--- src/rtl/byte_pack_ctrl.sv ---
// byte_pack_ctrl: sequences an external 32-bit byte shift register so that a
// byte stream is packed MSB-first into 32-bit words, then offers each word
// downstream and tags it with a 9-bit word address.
//
// Handshake semantics (both ports): a transfer happens on exactly the cycles
// where valid && ready are both high at the rising clock edge. Neither side
// may make valid depend on ready. in_valid may drop at any time. word_valid,
// once high, stays high with stable data until the word is taken.
module byte_pack_ctrl #(
    parameter logic [8:0] ADDR_BASE = 9'd0,
    parameter logic [8:0] JMP_ADDR  = 9'd48
) (
    input  logic       clk,
    input  logic       reset,
    input  logic       in_valid,
    input  logic [7:0] in_data,
    output logic       in_ready,
    output logic       sr_reset,
    output logic       sr_write,
    output logic       sr_shift,
    output logic [7:0] sr_data,
    output logic       word_valid,
    input  logic       word_ready,
    output logic [8:0] word_addr,
    input  logic       jmp,
    output logic [1:0] byte_cnt,
    output logic [1:0] fsm_state
);

    typedef enum logic [1:0] {
        CLEAR = 2'd0,
        LOAD  = 2'd1,
        SHIFT = 2'd2,
        FULL  = 2'd3
    } state_t;

    state_t state;
    state_t next_state;
    logic   clear_strobe;
    logic   byte_take;
    logic   word_take;

    assign byte_take = (state == LOAD) && in_valid;
    assign word_take = (state == FULL) && word_ready;

    // Next-state decode; the fourth byte of a word goes straight to FULL
    // because no shift follows it.
    always_comb begin
        next_state = state;
        case (state)
            CLEAR: next_state = LOAD;
            LOAD:  if (in_valid) next_state = (byte_cnt == 2'd3) ? FULL : SHIFT;
            SHIFT: next_state = LOAD;
            FULL:  if (word_ready) next_state = LOAD;
            default: next_state = CLEAR;
        endcase
    end

    // State, byte counter, address pointer and the state-decoded outputs,
    // registered off the next state so they are glitch-free.
    always_ff @(posedge clk) begin
        if (reset) begin
            state        <= CLEAR;
            byte_cnt     <= 2'd0;
            word_addr    <= ADDR_BASE;
            in_ready     <= 1'b0;
            word_valid   <= 1'b0;
            sr_shift     <= 1'b0;
            clear_strobe <= 1'b1;
        end else begin
            state        <= next_state;
            in_ready     <= (next_state == LOAD);
            word_valid   <= (next_state == FULL);
            sr_shift     <= (next_state == SHIFT);
            clear_strobe <= (next_state == CLEAR);

            if (state == CLEAR || word_take) begin
                byte_cnt <= 2'd0;
            end else if (byte_take && byte_cnt != 2'd3) begin
                byte_cnt <= byte_cnt + 2'd1;
            end

            // A jump wins over the handshake increment; the word is still taken.
            if (jmp) begin
                word_addr <= JMP_ADDR;
            end else if (word_take) begin
                word_addr <= word_addr + 9'd1;
            end
        end
    end

    // Write and the handshake clear follow the live inputs so a byte or word
    // moves in the same cycle it is offered.
    assign sr_write  = byte_take;
    assign sr_reset  = clear_strobe | word_take;
    assign sr_data   = in_data;
    assign fsm_state = state;

endmodule
--- config.mk ---
export PLATFORM = sky130hd
export DESIGN_NAME = byte_pack_ctrl
export DESIGN_NICKNAME = d
export VERILOG_FILES = /design/src/rtl/byte_pack_ctrl.sv
export SDC_FILE = /design/constraint.sdc
export NUM_CORES = 1
export LEC_CHECK = 0
export ABC_AREA = 1
export CORE_AREA = 2 2 56 58
export DETAILED_ROUTE_END_ITERATION = 8
export DIE_AREA = 0 0 58 60
export PLACE_DENSITY_LB_ADDON = 0.05
export SETUP_SLACK_MARGIN = 0.05
export SYNTH_ARGS = -nofsm -noshare
export SYNTH_HDL_FRONTEND = slang
export SYNTH_SLANG_ARGS = --single-unit
--- constraint.sdc ---
create_clock -name clk -period 3.25 [get_ports clk]
set_input_delay 0.65 -clock clk [delete_from_list [all_inputs] [get_ports clk]]
set_output_delay 0.65 -clock clk [all_outputs]
set_load 0.02 [all_outputs]
## Word level (Yosys, flattened, before mapping)

Index checks and enable logic that the tools add are counted.

- Flip-flop bits (word level): 17
- Logic and storage cells: 35

- Add/sub/neg operators: 2
- Equal/unequal tests: 8
- Multiplexer cells: 6
- Bitwise logic cells: 1
- Reduce and logical (&&, ||, !) cells: 10

Operators by type and width:

| operator | number |
|---|---|
| two-way mux 6 bit | 2 |
| == test 2 bit, second input constant | 5 |
| adder 9 x 1 -> 9 bit, second input constant | 1 |
| one-hot mux 2 bit (3 select lines) | 1 |
| OR reduction 2 bit | 3 |
| == test 2 x 1 -> 1 bit, second input constant | 2 |
| logical NOT 2 bit | 2 |
| two-way mux 2 bit | 2 |
| logical AND 1 bit | 3 |
| adder 2 x 1 -> 2 bit, second input constant | 1 |
| inequality test 2 bit, second input constant | 1 |
| nonzero test 2 bit | 1 |
| logical OR 1 bit | 1 |
| two-way mux 1 bit | 1 |
| bitwise OR 1 bit | 1 |

## Longest topological paths before layout

- Depth in word-level cells: 5
- Mapped depth: 8
- Mapped depth without buffers: 8

## Least setup slack after synthesis

No wires, ideal clock.

- Kind: in2out
- From: in word_ready
- To: out sr_reset
- Data arrival time: 1122 ps
- Data required time: 2600 ps
- Slack: 1478 ps
- Stages on the path: 3
- Path buffers: 0
- Cells stage by stage: inv_1 nor2_4 or2_2

- Longest elaborated chain between the ends: 2

RTL lines:

| what | RTL line | text |
|---|---|---|
| start: declaration | 23 | `input logic word_ready,` |
| logical AND 1 bit | 44 | `assign word_take = (state == FULL) && word_ready;` |
| bitwise OR 1 bit | 95 | `assign sr_reset = clear_strobe \| word_take;` |
| end: declaration | 18 | `output logic sr_reset,` |

Every way passes these cells.

## Final worst setup path

Same ends and word-level chain as after synthesis.

==> out/results.ini <==
[die]
io_pins=39
placementRows=20
die_y_um=60
start_util_pct=28.4
die_area_um2=3480
chipWidth_um=58
coreArea_um2=2900

[critical_path]
r2r-end=word_addr[4]
timing.rr.start=word_addr[1]
required_ns=2.60
criticalPathCategory=input pin to output pin
cp-end-kind=output pin
worst_setup_path_start_kind=input pin
critPathArrivalTime_ns=2.15
crit_fanout=6
reg2reg_slack_ns=1.95
ff2ff_path_depth=8

[sta]
finalHoldViolCount=0
worst_pin_slew_ns=0.348
finClkSkew_ns=0.00457
rsz0062_at_grt=false
drv_slew=0
slew_headroom_pct=76.7
min_period_over_period_pct=86.1
setup_tns_ns=0
finalSetupViolations=0
min_period_ns=2.80
fmax_mhz=357

[clock_network]
cts_resized=0
cts_setup_buffers=0
cts-htree-levels=1
cts_tree=done
cts_buffer_depth=2
clkSlewWorstSetupHoldPaths_ns=0.10
cts_hold_buffers=0
cts_buffers=3
clock_latency_ns=0.29
cts_root_buf=clkbuf_4
cts.sinks=17

[synthesis]
ys_warn_count=0
ys_ff_latch=17
synth_area_um2=826
syn_avg_cell_area_um2=7.24
synth_top_family_by_area=simple AND/OR/NAND/NOR gates
synth-xor-area-share_pct=0
synthFlopType=dfxtp_1
ys_seq_area_share_pct=41.2
synth_cells=114
synth_top_area_share_pct=41.2
synth_area_leaders=dfxtp_1, nand2_1, nor2_1, inv_1, buf_4
synth_adder_area_share_pct=3.03
synth.most_common_cell=nand2_1
synth_edf_count=0
synth_common_cells=nand2_1, nor2_1, dfxtp_1, inv_1, buf_4
yosysTopAreaCell=dfxtp_1
async_reset_ff_share_pct=0
synth_nets=129
synth_mux_area_share_pct=0
yosys.area_share.simple_pct=33.0
synth_compound_area_share_pct=6.82
netlist-cell-type-count=20

[routing]
highest_layer=met4
vias=714
drt_pass1_iterations=4
finalWirelength_um=1840
wl_met1_um=790
wl_per_cell_um=11.3
via_per_inst=4.38
detail-route-antenna-nets=0
wl_met2_um=902
drt_iter0_drc=11
routed-wl-met3_um=128
route.detailed.drc=0

[placement]
hpwl_um=1410
portBuffers=22
gp_congestion=0.718

[grt]
grtUsageTotal_pct=11.7
overflow=0
antenna_found_initial=0
grt_max_degree=10
grt_pass1_wl_um=3080
grt_pass1_vias=698

[min_path]
min-delay-start=byte_cnt[0]
min_path_cells=2
hold_end=byte_cnt[0]
hold_path.class=flip-flop to flip-flop

[finish]
layout-drive-gt1-share_pct=7.69
nets=146
n_antenna_cell=0
utilization_pct=36.0
syn_to_final_growth_pct=26.7

[power]
power.total_uw=388
power_density_nw_per_um2=371
ir_drop_mv=0.169
p_leak_uw=0.000434

[outcome]
status=completed

[flow_run]
maxCapViolations=0

[cell usage in the layout, fill, tap and decap left out, drive strengths merged]
| cell | n |
|---|---|
| a21oi | 5 |
| a31oi | 1 |
| and2 | 1 |
| clkbuf | 4 |
| clkdlybuf4s50 | 22 |
| dfxtp | 17 |
| ha | 2 |
| inv | 17 |
| nand2 | 21 |
| nand3 | 8 |
| nand4 | 1 |
| nor2 | 20 |
| nor3 | 4 |
| nor3b | 1 |
| o21ai | 5 |
| or2 | 1 |
[critical path, cell delays in order]
cell,delay (ns)
clkdlybuf4s50_1,0.50
inv_1,0.09
nor2_4,0.18
or2_2,0.14
clkdlybuf4s50_1,0.59
[cell type report]
cell class                      count  area [um^2]
Fill cell                         312         1860
Multi-Input combinational cell     70          354
Inverter                           17         63.8
Timing Repair Buffer               22          220
Sequential cell                    17          340
Tap cell                           33         41.3
Clock buffer                        4         26.3
[power breakdown]
group          switching (uW)  internal (uW)  total [uW]
combinational            27.3           23.5        50.8
sequential               6.38            215         222
clock                    68.1           47.7         116
[how the worst max path moves through the flow]
stage / start / to / slack [ns]
finish: word_ready / sr_reset / 0.45
global route: word_ready / sr_reset / 0.39
CTS: word_ready / sr_reset / 0.44
detailed placement: word_ready / sr_reset / 0.45
global placement: word_ready / sr_reset / 0.47
floorplan: word_ready / sr_reset / 1.48
[registers in the layout (all words and copies together), names as in the netlist]
register,count
in_ready,1
word_addr,9
fsm_state,2
sr_shift,1
byte_cnt,2
word_valid,1
clear_strobe,1
[through the flow]
stage                     hold WS (ns)  setup slack [ns]  instances  cell area [um^2]
after floorplan                  0.553              1.48        114               826
after global placement           0.477             0.472        159              1020
after detailed placement         0.480             0.447        159              1020
after CTS                        0.499             0.444        163              1050
after global routing             0.541             0.388        163              1050
final                            0.496             0.453        163              1050
[logic make-up (layout without fill, tap and decap cells)]
family,after synthesis,count (layout)
AND/OR/NAND/NOR,57,57
buffers and inverters,27,43
flip-flops,17,17
AO/OA/AOI/OAI,11,11
adder cells (fa/ha/maj),2,2
[routing by layer]
metal | global-route usage, % | up-vias
li1 | - | 378
met1 | 13.7 | 310
met2 | 20.0 | 24
met3 | 2.60 | 2
met4 | 5.98 | 0
met5 | 0 | -
Note: power is estimated with default switching activity, not from simulation.
